**config.mk**
```make
export PLATFORM = sky130hd
export DESIGN_NAME = button_conditioner
export DESIGN_NICKNAME = d
export VERILOG_FILES = /design/src/rtl/button_pkg.sv /design/src/rtl/debounce_filter.sv /design/src/rtl/button_conditioner.sv
export SDC_FILE = /design/constraint.sdc
export NUM_CORES = 1
export LEC_CHECK = 0
export BUFFER_PORTS_ARGS = -buffer_cell sky130_fd_sc_hd__buf_2
export CORE_MARGIN = 8
export CORE_UTILIZATION = 45
export CTS_CLUSTER_DIAMETER = 100
export CTS_CLUSTER_SIZE = 8
export DETAILED_ROUTE_END_ITERATION = 10
export GPL_ROUTABILITY_DRIVEN = 0
export SLEW_MARGIN = 40
export SYNTH_ARGS = -nofsm -noshare
export SYNTH_HDL_FRONTEND = slang
export SYNTH_SLANG_ARGS = --single-unit
```
**constraint.sdc**
```tcl
create_clock -name clk -period 4.9 [get_ports clk]
set_clock_uncertainty 0.2 [all_clocks]
set_input_delay 0.735 -clock clk [delete_from_list [all_inputs] [get_ports clk]]
set_output_delay 0.735 -clock clk [all_outputs]
set_load 0.01 [all_outputs]
```
**src/rtl/button_pkg.sv**
```systemverilog
// Shared FSM encoding and default timing for the push-button conditioner (50 MHz board clock).
package button_pkg;

    typedef enum logic [1:0] {
        IDLE   = 2'd0,
        HELD   = 2'd1,
        REPEAT = 2'd2
    } btn_state_t;

    localparam int unsigned DEF_DEBOUNCE_CYCLES = 1000000;  // 20 ms
    localparam int unsigned DEF_REPEAT_DELAY    = 25000000; // 500 ms
    localparam int unsigned DEF_REPEAT_PERIOD   = 5000000;  // 100 ms
    localparam int unsigned DEF_CNT_W           = 26;

endpackage

```
**src/rtl/debounce_filter.sv**
```systemverilog
// Two-flop synchronizer plus stable-time filter; emits a debounced level and
// registered one-cycle rise/fall strobes aligned with the level change.
module debounce_filter #(
    parameter int unsigned DEBOUNCE_CYCLES = 1000000,
    parameter int unsigned CNT_W           = 26
) (
    input  logic clk,
    input  logic reset_n,
    input  logic button_raw,
    output logic level,
    output logic rise,
    output logic fall
);

    localparam logic [CNT_W-1:0] DB_LAST = CNT_W'(DEBOUNCE_CYCLES - 1);

    logic             sync1;
    logic             sync2;
    logic [CNT_W-1:0] timer;

    always_ff @(posedge clk or negedge reset_n) begin
        if (!reset_n) begin
            sync1 <= 1'b0;
            sync2 <= 1'b0;
            timer <= '0;
            level <= 1'b0;
            rise  <= 1'b0;
            fall  <= 1'b0;
        end else begin
            sync1 <= button_raw;
            sync2 <= sync1;
            rise  <= 1'b0;
            fall  <= 1'b0;
            if (sync2 != level) begin
                if (timer == DB_LAST) begin
                    level <= sync2;
                    rise  <= sync2;
                    fall  <= ~sync2;
                    timer <= '0;
                end else begin
                    timer <= timer + 1'b1;
                end
            end else begin
                timer <= '0;
            end
        end
    end

endmodule

```
**src/rtl/button_conditioner.sv**
```systemverilog
// Push-button conditioner: debounced level, press/release pulses, optional
// hold-to-repeat, and a registered count event for the press counter.
module button_conditioner
    import button_pkg::*;
#(
    parameter int unsigned DEBOUNCE_CYCLES = DEF_DEBOUNCE_CYCLES,
    parameter bit          REPEAT_EN       = 1'b1,
    parameter int unsigned REPEAT_DELAY    = DEF_REPEAT_DELAY,
    parameter int unsigned REPEAT_PERIOD   = DEF_REPEAT_PERIOD,
    parameter int unsigned CNT_W           = DEF_CNT_W
) (
    input  logic clk,
    input  logic reset_n,
    input  logic button_raw,
    output logic button_level,
    output logic press_pulse,
    output logic release_pulse,
    output logic repeat_pulse,
    output logic count_pulse
);

    localparam logic [CNT_W-1:0] DLY_LAST = CNT_W'(REPEAT_DELAY - 1);
    localparam logic [CNT_W-1:0] PER_LAST = CNT_W'(REPEAT_PERIOD - 1);

    logic             filt_level;
    logic             filt_rise;
    logic             filt_fall;
    btn_state_t       state;
    logic [CNT_W-1:0] hold_timer;

    debounce_filter #(
        .DEBOUNCE_CYCLES(DEBOUNCE_CYCLES),
        .CNT_W          (CNT_W)
    ) u_filter (
        .clk       (clk),
        .reset_n   (reset_n),
        .button_raw(button_raw),
        .level     (filt_level),
        .rise      (filt_rise),
        .fall      (filt_fall)
    );

    // Release is tested before timer expiry so a coincident fall suppresses the repeat.
    always_ff @(posedge clk or negedge reset_n) begin
        if (!reset_n) begin
            state         <= IDLE;
            hold_timer    <= '0;
            button_level  <= 1'b0;
            press_pulse   <= 1'b0;
            release_pulse <= 1'b0;
            repeat_pulse  <= 1'b0;
            count_pulse   <= 1'b0;
        end else begin
            button_level  <= filt_level;
            count_pulse   <= press_pulse | repeat_pulse;
            press_pulse   <= 1'b0;
            release_pulse <= 1'b0;
            repeat_pulse  <= 1'b0;
            case (state)
                IDLE: begin
                    hold_timer <= '0;
                    if (filt_rise) begin
                        state       <= HELD;
                        press_pulse <= 1'b1;
                    end
                end
                HELD: begin
                    if (filt_fall) begin
                        state         <= IDLE;
                        release_pulse <= 1'b1;
                        hold_timer    <= '0;
                    end else if (REPEAT_EN) begin
                        if (hold_timer == DLY_LAST) begin
                            state        <= REPEAT;
                            repeat_pulse <= 1'b1;
                            hold_timer   <= '0;
                        end else begin
                            hold_timer <= hold_timer + 1'b1;
                        end
                    end
                end
                REPEAT: begin
                    if (filt_fall) begin
                        state         <= IDLE;
                        release_pulse <= 1'b1;
                        hold_timer    <= '0;
                    end else if (hold_timer == PER_LAST) begin
                        repeat_pulse <= 1'b1;
                        hold_timer   <= '0;
                    end else begin
                        hold_timer <= hold_timer + 1'b1;
                    end
                end
                default: begin
                    state      <= IDLE;
                    hold_timer <= '0;
                end
            endcase
        end
    end

endmodule

```
# == Word-level counts from Yosys, hierarchy flattened ==
# Cells that the tools add are included.
# totals
regBits,64
input_bits,3
output_inout_bits,5
wordCells,55
# classes
addsub,2
n_eq_ne,9
muxes,25
bitwise,2
n_reduce_logical,4
# op_table
operator,count
$mux W26,6
$add A26 B1 Y26 const B,2
$pmux W26 S2,1
$eq A26 B20 Y1 const B,1
$eq A26 B23 Y1 const B,1
$eq A26 B25 Y1 const B,1
$mux W1,12
$mux W2,4
$pmux W2 S3,1
$ne A2 B1 Y1 const B,2
$ne A3 B2 Y1 const B,1
$reduce_and A3 Y1,1
$eq A2 B1 Y1 const B,1
$eq A2 B2 Y1 const B,1
$logic_not A2 Y1,1
$pmux W1 S2,1
$reduce_and A2 Y1,1
$reduce_or A2 Y1,1
$ne A1 B1 Y1,1
$not A1 Y1,1
$or A1 B1 Y1,1

# == Depth between registers and ports, before layout ==
# Gate-level depths: netlist of the first run.
# depth
word_depth,4
mapped_depth,8
ltp_nobuf,7

# == Cells and area by module ==
# Synthesis of the first run repeated with hierarchy kept, for this count alone.
# hier_totals
hier_cells,328
hier_area_um2,3380.7
# modules_own_cells
mod,n_inst,cells_per_inst,area_per_inst_um2,seq_area_each_um2
button_conditioner,1,177,1859.3,825.8
debounce_filter,1,151,1521.5,775.7

# == Least setup slack after synthesis of the first run ==
# Ideal clock, no wire load.
# synth_timing
path_kind,flip-flop to flip-flop
startpoint,reg hold_timer[0]
endpoint,reg hold_timer[16]
setup_time_ns,0.119
arrival_ns,1.918
required_ns,4.581
slack_ns,2.663
stages_incl_launch_ff,9
n_path_buf,2
period_less_slack_ns,2.237
cell_sequence,dfrtp_1 -> ha_1 -> nand2_2 -> or4_4 -> nor4_4 -> o22a_1 -> buf_4 -> buf_6 -> nor2_1
# synth_via
elab_chain_cells,4
word_cells_on_any_way,8
cone_classes,add/sub: 1; eq/ne: 2; mux: 5
# synth_lines
element,line_no,text
"start, declared",button_conditioner.sv:29,logic [CNT_W-1:0] hold_timer;
"start signal, assigned",button_conditioner.sv:78,hold_timer <= hold_timer + 1'b1;
"start signal, assigned",button_conditioner.sv:91,hold_timer <= hold_timer + 1'b1;
$add A26 B1 Y26 (tied with other cells),"button_conditioner.sv:78, button_conditioner.sv:91",
"$mux W26, on equally long branches","button_conditioner.sv:87, button_conditioner.sv:73",
"$mux W26, on equally long branches","button_conditioner.sv:83, button_conditioner.sv:68",
$pmux W26 S2 *,button_conditioner.sv:59,case (state)
# Mark *: on every way between the ends. The rest lies on a longest branch, timed or not.
# A chain may end at the register's enable or synchronous reset.

# == Final worst setup path of the first run ==
# layout_timing
startpoint,reg hold_timer[0]
endpoint,reg hold_timer[22]
# Same word-level chain as after synthesis.

==> impl_results.md, run 1 <==
* Largest family of logic cells by synthesized area: simple AND/OR/NAND/NOR gates
* Maximum VDD drop at 225 uV
* Hold WS at approximately 0.17 ns
* Site Rows at 30
* DIE AREA at 9990 sq um
* CTS Hold Buffers Added at 0
* Post-Synth XOR/XNOR Area at about an eighth
* Skew-Pair Late Insertion Delay at ~0.35 ns
* Simple-Gate Fraction of Synth Area at around 30%
* Total number of vias at 2225
* Post-Syn Area per Cell at just under 10 sq um
* CTS sink cnt at 64
* Number of synthesis warnings at 0
* RSZ-0062 raised after global routing: false
* Root Buffer: clkbuf_8
* Leak pwr at 1.47 nW
* Floorplan core area at 6790 sq um
* Final non-filler cell area at 3500 sq um
* Critical R2R Launch: hold_timer[0]$_DFF_PN0_
* Asr flop ratio synth at 100%
* Busiest grt layer: met2
* Initial antenna violation count at 0
* Adder-cell share of the synthesized area at 1.97%
* Mux contribution to synthesized area at less than 1%
* Vias in the first global route at 2198
* Seq/Total Area, Yosys at 50.5%
* Synth top cells by count: dfrtp_1 (64), nor2_1 (64), xor2_1 (31)
* Crit share post-route at 52.4%
* Detailed placement HPWL at 3890 microns
* Share of the synthesized area in the top cell type at 50.5%
* Critical Path Source: hold_timer[0]$_DFF_PN0_
* Final Setup Violations at 0
* Power, Total at just over 1 mW
* CP Capture Type: register
* Post-cts sizing count at 0
* Mapped Area at 3170 sq um
* Starting Density at 46.7%
* Routed WL at 5700 microns
* Synth area leaders: dfrtp_1 (50%), xor2_1 (8.6%), nor2_1 (7.6%)
* Crit path DAT at 2.57 ns
* Status: finished clean
* Postcts setup bufs at 0
* Pwr dens at 289 nW/um^2
* Die width at 100 microns
* Worst EP required at 4.90 ns
* Met1 usage at 15.5%
* Initial drt markers at between 70 and 80
* I/O Buffers at 7
* Cells after synthesis at 320
* Via density at 5.14
* Final Net Count at between 300 and 400
* CTS H-tree depth at 3
* Post-DRT Antenna Nets at 0
* Max-cap violation count at 0
* Compound-Gate Fraction of Synth Area at approximately 1.7%
* Share of post-route cells with drive strength above 1 at 10.4%
* Synthesis-stage register bit count at 64
* Met2 usage in global routing at 20.3%
* Slew Limit Fails at 0
* Final Hold Viols at 0
* CP startpoint kind: register
* Gr ovfl total at 0
* Setup TNS at 0 ns
* # DRC at 0
* Worst-margin pin slew at 0.761 ns
* Worst Hold Class: in -> async
* Distinct cells, synth at 35
* Rel. slew slack at 48.9%
* Max Freq at 390 MHz
* Fin util at 51.5%
* Syn_nets at 328
* CTS tree: built
* Crit path kind: reg -> reg
* Tot GR Track Use at about 13%
* First-pass DRT Iterations at 4
* GR Util met3 at 4.57%
* Post-synth EDFFs at 0
* Max Buffers Root-to-Sink at 2
* IO Pins at 8
* Placed Area at 3290 sq um
* Largest net degree at the start of global routing at 40
* Cell accounting for the most synthesized area: dfrtp_1
* Inserted Diodes at 0
* Clock slew at reported path FFs at about 0.070 ns
* Die Y-Extent at 100 microns
* Crit-path max FO at 26
* Avg WL per Cell at 13.2 microns
* Flop2flop setup slack at 2.33 ns
* Total CTS buffers at 9
* Area Overhead vs Synth at 10.3%
* Synth Flop Type: dfrtp_1
* Min Tclk post-route at 2.57 ns
* First-pass GRT wire length at 10100 microns
## power breakdown
group / total (mW) / switching (mW) / internal (mW) / leakage (nW)
Combinational: 0.0187 / 0.0152 / 0.00351 / 0.479
Sequential: 0.535 / 0.00366 / 0.531 / 0.887
Clock: 0.459 / 0.199 / 0.260 / 0.101
Total: 1.01 / 0.218 / 0.795 / 1.47
## layout make-up
class / instances / area, sq um
fillers: 652 / 3290
well taps: 96 / 120
clock buffers: 11 / 151
clock inverters: 5 / 55.1
repair buffers: 8 / 42.5
multi-input cells: 242 / 1500
inverters: 7 / 26.3
flip-flops and latches: 64 / 1600
## per-layer routing
layer / vias up / part of all wire [%]
met2: 23 / 46
met1: 1070 / 49
met3: 7 / 3.4
met4: 0 / 1.2
li1: 1125 / -
met5: - / 0
## cells in the final DEF (no fill, tap or decap), types with 5 or more instances in the layout
cell | Yosys | layout
dfrtp_1 | 64 | 64
ha_1 | 5 | 5
buf_2 | 0 | 7
xnor2_1 | 17 | 17
nor4_1 | 7 | 6
nand4_1 | 13 | 13
xor2_1 | 31 | 31
clkbuf_8 | 0 | 11
nand2_1 | 24 | 23
nand3_1 | 26 | 26
inv_1 | 7 | 7
nor2_1 | 64 | 64
nor3_1 | 5 | 5
and3_1 | 11 | 11
## cells by family (layout without fill, tap and decap cells)
logic type	after synthesis	after routing
xor gates and xnor gates	48	48
AOI/OAI and AO/OA	8	8
buffers and inverters	14	31
adders and majority gates	5	5
muxes	1	1
and+or+nand+nor	180	180
DFF	64	64
## path summary, 6_finish.rpt
check,to,depth (start not counted)
max,hold_timer[22]$_DFF_PN0_,6
min,hold_timer[11]$_DFF_PN0_,1
max in group asynchronous,hold_timer[22]$_DFF_PN0_,2
max reg2reg,hold_timer[22]$_DFF_PN0_,6
min reg2reg,u_filter.sync2$_DFF_PN0_,0
min in group clk,u_filter.sync2$_DFF_PN0_,0
## stage by stage
stage          worst slack (ns)  std cells
6_report                   2.33        433
5_1_grt                    2.11        433
4_1_cts                    2.20        433
2_1_floorplan              2.66        320
3_5_place_dp               2.22        417
3_3_place_gp               2.13        417
## registers in the layout, indices dropped and copies added (netlist names)
name / cells
repeat_pulse: 1
hold_timer: 26
count_pulse: 1
u_filter.level: 1
u_filter.fall: 1
u_filter.rise: 1
button_level: 1
state: 2
u_filter.sync1: 1
u_filter.timer: 26
press_pulse: 1
release_pulse: 1
u_filter.sync2: 1
## critical path: stages (launching register included)
cell	delay (ns)
dfrtp_1	0.38
ha_1	0.23
nand2_2	0.11
or4_4	0.58
nor3_1	0.28
o22a_2	0.53
nor2_1	0.11
No activity file was read; power rests on OpenSTA's default activity.
==> run 2, diff against run 1 <==
==> constraint.sdc (replaced) <==
create_clock -name clk -period 2.1 [get_ports clk]
set_clock_uncertainty 0.2 [all_clocks]
set_input_delay 0.315 -clock clk [delete_from_list [all_inputs] [get_ports clk]]
set_output_delay 0.315 -clock clk [all_outputs]
set_load 0.01 [all_outputs]
==> run 2 against run 1 <==
  * Critical path depth grew 1
  * Global-route usage grew 0.62 points
  * Sequential share of layout area shrank 4.1 points
  * First-iteration DRC count is 7.6% lower
  * Sequential power grew 130%
  * Hold slack worse by 0.014 ns
  * Utilization rose by 5.1 points
  * Total power up 130%
  * Cell count up 8.5%
  * Wire length increased by 6.2%
  * Critical endpoint is now hold_timer[20]$_DFF_PN0_
==> impl_results.md, run 2 (same netlist as run 1, synthesis figures left out) <==
* Floorplan core area at 6790 sq um (unchanged)
* Pwr dens at 595 nW/um^2 (+110%)
* IO Pins at 8 (unchanged)
* Detailed placement HPWL at 4040 microns (+4.0%)
* Site Rows at 30 (unchanged)
* Fill count at 595 (-8.7%)
* Max Buffers Root-to-Sink at 2 (unchanged)
* CP Capture Type: register
* Final Net Count at 377 (+11%)
* Avg WL per Cell at 12.9 microns (-2.1%)
* Reg-to-Reg End: hold_timer[20]$_DFF_PN0_
* Inserted Diodes at 0 (unchanged)
* Final non-filler cell area at 3850 sq um (+9.9%)
* Max-cap violation count at 0 (unchanged)
* Biggest regs: hold_timer: 26 flops, u_filter.timer: 26 flops, state: 2 flops
* DIE AREA at 9990 sq um (unchanged)
* Largest net degree at the start of global routing at 65 (+63%)
* Clock slew at reported path FFs at 0.07 ns (about the same)
* Placement Setup Slack at -0.0291 ns (-2.25 ns)
* Root Buffer: clkbuf_8
* Setup crit end: hold_timer[20]$_DFF_PN0_
* Crit path DAT at 2.11 ns (-0.46 ns)
* Critical Path Source: hold_timer[1]$_DFF_PN0_
* RSZ-0062 raised after global routing: true
* Initial drt markers at 73 (-7.6%)
* Final Hold Viols at 0 (unchanged)
* Placed Area at 3570 sq um (+8.6%)
* Tot GR Track Use at 13.3% (+0.62 points)
* Skew-Pair Late Insertion Delay at 0.34 ns (about the same)
* Min Tclk post-route at 2.09 ns (-0.478 ns)
* CTS sink cnt at 64 (unchanged)
* Total number of vias at 2314 (+4.0%)
* Worst Hold Class: reg -> reg
* Maximum VDD drop at 403 uV (+79%)
* Rel. slew slack at 71.4% (+23 points)
* Routed WL at 6050 microns (+6.2%)
* Gr ovfl total at 0 (unchanged)
* Status: finished clean
* Initial antenna violation count at 0 (unchanged)
* Slew Limit Fails at 0 (unchanged)
* Flop2flop setup slack at 0.01 ns (-2.32 ns)
* First-pass DRT Iterations at 4 (unchanged)
* Final Setup Violations at 0 (unchanged)
* Crit-path max FO at 11 (-58%)
* Worst EP required at 2.13 ns (-2.77 ns)
* Vias in the first global route at 2253 (+2.5%)
* Crit share post-route at 99.4% (+47 points)
* Die Y-Extent at 100 microns (unchanged)
* Crit path kind: reg -> reg
* Area Overhead vs Synth at 21.3%
* Share of post-route cells with drive strength above 1 at 20.9% (+10 points)
* CTS H-tree depth at 3 (unchanged)
* Total CTS buffers at 9 (unchanged)
* Worst-margin pin slew at 0.427 ns (-0.334 ns)
* Most frequent cells in the layout: dfrtp_1 (64), nor2_1 (59), xor2_1 (31), buf_4 (31), nand3_1 (26)
* CTS tree: built
* Via density at 4.92 (-4.2%)
* Leak pwr at 1.69 nW (+15%)
* Post-DRT Antenna Nets at 0 (unchanged)
* Die width at 100 microns (unchanged)
* Commonest non-fill, non-tap cell in the layout: dfrtp_1
* Max Freq at 479 MHz (+23%)
* CP startpoint kind: register
* Critical R2R Launch: hold_timer[1]$_DFF_PN0_
* FF-to-FF path depth at 7 (+1)
* First-pass GRT wire length at 10500 microns (+4.2%)
* Post-route setup slack at 0.0124 ns (-2.32 ns)
* Starting Density at 46.7% (unchanged)
* # DRC at 0 (unchanged)
* I/O Buffers at 7 (unchanged)
-- run 2: routing by layer --
metal,vias to the layer above,wire [microns],global-route usage [%]
met3,11,216,5.12
met1,1084,2880,16.1
met4,0,101,4.65
met5,-,0,0
met2,23,2850,21.2
li1,1196,-,-
-- run 2: how the worst min path moves through the flow --
| stage | from | to | slack, ns | depth (start not counted) |
|---|---|---|---|---|
| after global placement | u_filter.sync1$_DFF_PN0_ | u_filter.sync2$_DFF_PN0_ | 0.13 | 0 |
| after floorplan | reset_n | button_level$_DFF_PN0_ | -0.18 | 0 |
| final | u_filter.sync1$_DFF_PN0_ | u_filter.sync2$_DFF_PN0_ | 0.15 | 0 |
| after detailed placement | u_filter.sync1$_DFF_PN0_ | u_filter.sync2$_DFF_PN0_ | 0.14 | 0 |
| after global routing | u_filter.sync1$_DFF_PN0_ | u_filter.sync2$_DFF_PN0_ | 0.16 | 0 |
| after CTS | u_filter.sync1$_DFF_PN0_ | u_filter.sync2$_DFF_PN0_ | 0.16 | 0 |
-- run 2: critical path: stages (launching register included) --
cell and delay (ns):
dfrtp_1 0.35, ha_2 0.19, nand2_2 0.06, or4_4 0.55
nor4_4 0.17, o22a_2 0.25, buf_6 0.16, nor2_1 0.05
-- run 2: stage by stage --
step | util (%) | total power, mW | TNS [ns] | hold slack, ns | std cells
detailed placement | 52.6 | 1.33 | -0.390 | 0.139 | 451
global placement | 52.6 | 1.33 | -0.368 | 0.134 | 451
CTS | 55.9 | 2.34 | -0.260 | 0.158 | 469
global route | 56.6 | 2.39 | -2.39 | 0.157 | 470
finish | 56.6 | 2.29 | 0 | 0.151 | 470
floorplan | - | 1.29 | 0 | -0.181 | 320
-- run 2: report_power, final --
part | internal, mW | switching [mW] | total, mW
sequential | 1.24 | 0.00702 | 1.25
clock | 0.543 | 0.443 | 0.986
combinational | 0.0188 | 0.0400 | 0.0587
-- run 2: final cells by class --
class	count	area, sq um	share of cell area (%)
multi-input combinational	242	1560	40.5
clock inverter	4	45.0	1.17
timing repair buffer	45	362	9.40
tap	96	120	3.12
clock buffer	12	135	3.51
sequential	64	1600	41.6
inverter	7	26.3	0.683
-- run 2: what timing repair did --
item	4_1_cts	5_1_grt
resized for setup	6	11
pin swaps	2	11
setup buffers	0	1
endpoints found under the hold margin	65	0
endpoints found under the setup margin	23	56
hold buffers	2	0
==> run 3, diff against run 2 <==
--- a/config.mk
+++ b/config.mk
@@ -8,10 +8,10 @@
 export BUFFER_PORTS_ARGS = -buffer_cell sky130_fd_sc_hd__buf_2
 export CORE_MARGIN = 8
 export CORE_UTILIZATION = 45
-export CTS_CLUSTER_DIAMETER = 100
 export CTS_CLUSTER_SIZE = 8
 export DETAILED_ROUTE_END_ITERATION = 10
 export GPL_ROUTABILITY_DRIVEN = 0
+export RECOVER_POWER = 25
 export SLEW_MARGIN = 40
 export SYNTH_ARGS = -nofsm -noshare
 export SYNTH_HDL_FRONTEND = slang
==> constraint.sdc (replaced) <==
create_clock -name clk -period 2.1 [get_ports clk]
set_clock_uncertainty 0.2 [all_clocks]
set_input_delay 0.315 -clock clk [delete_from_list [all_inputs] [get_ports clk]]
set_output_delay 0.315 -clock clk [all_outputs]
set_load 0.05 [all_outputs]
==> run 3 against run 2 <==
  * Combinational power fell by 5.8%
  * First-iteration DRC count unchanged
  * Total power decreased by 0.15%
  * Critical path depth is the same
  * Clock power about the same
  * Hold slack stayed put
  * Die area is the same
  * Largest cell class unchanged
  * Fmax unchanged
  * Register-to-register slack about the same
==> impl_results.md, run 3 (same netlist as run 1, synthesis figures left out) <==
* FF-to-FF path depth at 7 (unchanged)
* Clk network pwr share at 43.1% (about the same)
* Routed WL at 6050 microns (about the same)
* Slew Limit Fails at 0 (unchanged)
* CTS tree: built
* Share of post-route cells with drive strength above 1 at 20.9% (unchanged)
* Crit-path cells: ha_2 -> nand2_2 -> or4_4 -> nor4_4 -> o22a_2 -> buf_6 -> nor2_1
* Detailed placement HPWL at 4040 microns (unchanged)
* Min-Delay Path Depth at 0 (unchanged)
* RSZ-0062 raised after global routing: true
* Root Buffer: clkbuf_8
* Site Rows at 30 (unchanged)
* Maximum VDD drop at 403 uV (about the same)
* Reg-to-Reg End: hold_timer[20]$_DFF_PN0_
* Post-DRT Antenna Nets at 0 (unchanged)
* Total number of vias at 2314 (unchanged)
* Floorplan core area at 6790 sq um (unchanged)
* HP Start: u_filter.sync1$_DFF_PN0_
* Leak pwr at 1.68 nW (-0.28%)
* Worst path max stage delay at 0.55 ns (about the same)
* Max-cap violation count at 0 (unchanged)
* Fin util at 56.4% (-0.18 points)
* # DRC at 0 (unchanged)
* Starting Density at 46.7% (unchanged)
* Initial drt markers at 73 (unchanged)
* Post-route setup slack at 0.0124 ns (unchanged)
* Crit share post-route at 99.4% (unchanged)
* Critical R2R Launch: hold_timer[1]$_DFF_PN0_
* Inserted Diodes at 0 (unchanged)
* Min-Delay Endpoint: u_filter.sync2$_DFF_PN0_
* Final Net Count at 377 (unchanged)
* Largest net degree at the start of global routing at 65 (unchanged)
* Skew-Pair Late Insertion Delay at 0.34 ns (about the same)
* CP max-delay cell: or4_4
* Flop2flop setup slack at 0.01 ns (about the same)
* Die Y-Extent at 100 microns (unchanged)
* Commonest non-fill, non-tap cell in the layout: dfrtp_1
* Worst Hold Class: reg -> reg
* Crit path DAT at 2.11 ns (about the same)
* First-pass DRT Iterations at 4 (unchanged)
* First-pass GRT wire length at 10500 microns (unchanged)
* Most frequent cells in the layout: dfrtp_1 (64), nor2_1 (59), xor2_1 (31), buf_4 (31), nand3_1 (26)
* Final Hold Viols at 0 (unchanged)
* Rel. slew slack at 42.7% (-29 points)
* Gr ovfl total at 0 (unchanged)
* Final non-filler cell area at 3830 sq um (-0.33%)
* Logic pwr share at 2.4% (-0.2 points)
* Min Tclk post-route at 2.09 ns (unchanged)
* Fill count at 597 (+0.34%)
* FF/Latch Area at 1600 sq um (unchanged)
* I/O Buffers at 7 (unchanged)
* Multi-input logic area at 1560 sq um (unchanged)
* Cell Int Power at 1.80 mW (-0.16%)
* Crit-path max FO at 11 (unchanged)
* Max Buffers Root-to-Sink at 2 (unchanged)
* CTS sink cnt at 64 (unchanged)
* CP Capture Type: register
* Total CTS buffers at 9 (unchanged)
* Placed Area at 3570 sq um (unchanged)
* Worst-margin pin slew at 0.859 ns (+0.432 ns)
* Worst EP required at 2.13 ns (about the same)
* Clock slew at reported path FFs at 0.07 ns (about the same)
* Area Overhead vs Synth at 20.9%
* Net switching power at 0.489 mW (-0.12%)
* Crit path kind: reg -> reg
* Die width at 100 microns (unchanged)
* Sw Ratio at 21.4% (about the same)
* IO Pins at 8 (unchanged)
* Final Setup Violations at 0 (unchanged)
* Max Freq at 479 MHz (unchanged)
* Pwr dens at 596 nW/um^2 (+0.18%)
* DIE AREA at 9990 sq um (unchanged)
* Flop pwr share at 54.5% (about the same)
* Status: finished clean
* Avg WL per Cell at 12.9 microns (about the same)
* Power, Total at 2.29 mW (-0.15%)
* Via density at 4.92 (unchanged)
* Initial antenna violation count at 0 (unchanged)
* Tot GR Track Use at 13.3% (unchanged)
* CTS H-tree depth at 3 (unchanged)
* Placement Setup Slack at -0.0291 ns (unchanged)
* CP startpoint kind: register
* Vias in the first global route at 2253 (unchanged)
* Biggest regs: hold_timer: 26 flops, u_filter.timer: 26 flops, state: 2 flops
==> run 3: cell types whose count changed in the layout (fill, tap and decap cells not counted) <==
cell / change
buf_12: -1
clkbuf_4: +1
==> run 3: worst max-delay path by stage <==
stage                       startpoint                       end  slack, ns  depth (start not counted)
4_1_cts        hold_timer[1]$_DFF_PN0_  hold_timer[20]$_DFF_PN0_      -0.03                          7
2_1_floorplan  hold_timer[8]$_DFF_PN0_  hold_timer[16]$_DFF_PN0_      0.002                          7
5_1_grt        hold_timer[0]$_DFF_PN0_  hold_timer[24]$_DFF_PN0_      -0.11                          7
3_3_place_gp   hold_timer[1]$_DFF_PN0_  hold_timer[19]$_DFF_PN0_      -0.03                          7
3_5_place_dp   hold_timer[1]$_DFF_PN0_  hold_timer[18]$_DFF_PN0_      -0.03                          7
6_report       hold_timer[1]$_DFF_PN0_  hold_timer[20]$_DFF_PN0_       0.01                          7
==> run 3: critical path, delay by kind of cell (launching register included) <==
kind | cells | cell delay, ns
buf+inv | 1 | 0.16
flops | 1 | 0.35
simple gates | 4 | 0.83
fa+ha+maj | 1 | 0.19
compound gates | 1 | 0.25
==> run 3: cell type report <==
class / count / area share [%]
sequential: 64 / 41.8
tap: 96 / 3.13
clock buffer: 12 / 3.52
multi-input combinational: 242 / 40.6
clock inverter: 4 / 1.17
inverter: 7 / 0.685
timing repair buffer: 45 / 9.10
==> run 3: power groups by stage <==
stage                     clock (mW)  combinational (mW)  sequential [mW]
after detailed placement           0              0.0579             1.27
after CTS                       1.03              0.0614             1.25
after floorplan                    0              0.0167             1.27
after global placement             0              0.0579             1.27
final                          0.986              0.0553             1.25
after global routing            1.08              0.0651             1.25
==> run 3: metrics by stage <==
step	setup TNS, ns	hold slack (ns)	instances
5_1_grt	-2.39	0.157	470
4_1_cts	-0.260	0.158	469
3_5_place_dp	-0.390	0.139	451
6_report	0	0.151	470
2_1_floorplan	0	-0.181	320
3_3_place_gp	-0.368	0.134	451
==> run 3: metal layers <==
layer	GRT usage [%]	part of all wire, %	vias up	routed length [microns]
li1	-	-	1196	-
met1	16.1	48	1084	2880
met2	21.2	47	23	2850
met3	5.12	3.6	11	216
met4	4.65	1.7	0	101
met5	0	0	-	0
==> run 3: repair_timing <==
item,CTS,global route
hold endpoints to repair,65,0
setup endpoints to repair,23,56
hold buffers,2,0
pin swaps,2,11
resized for setup,6,11
buffers inserted,0,1
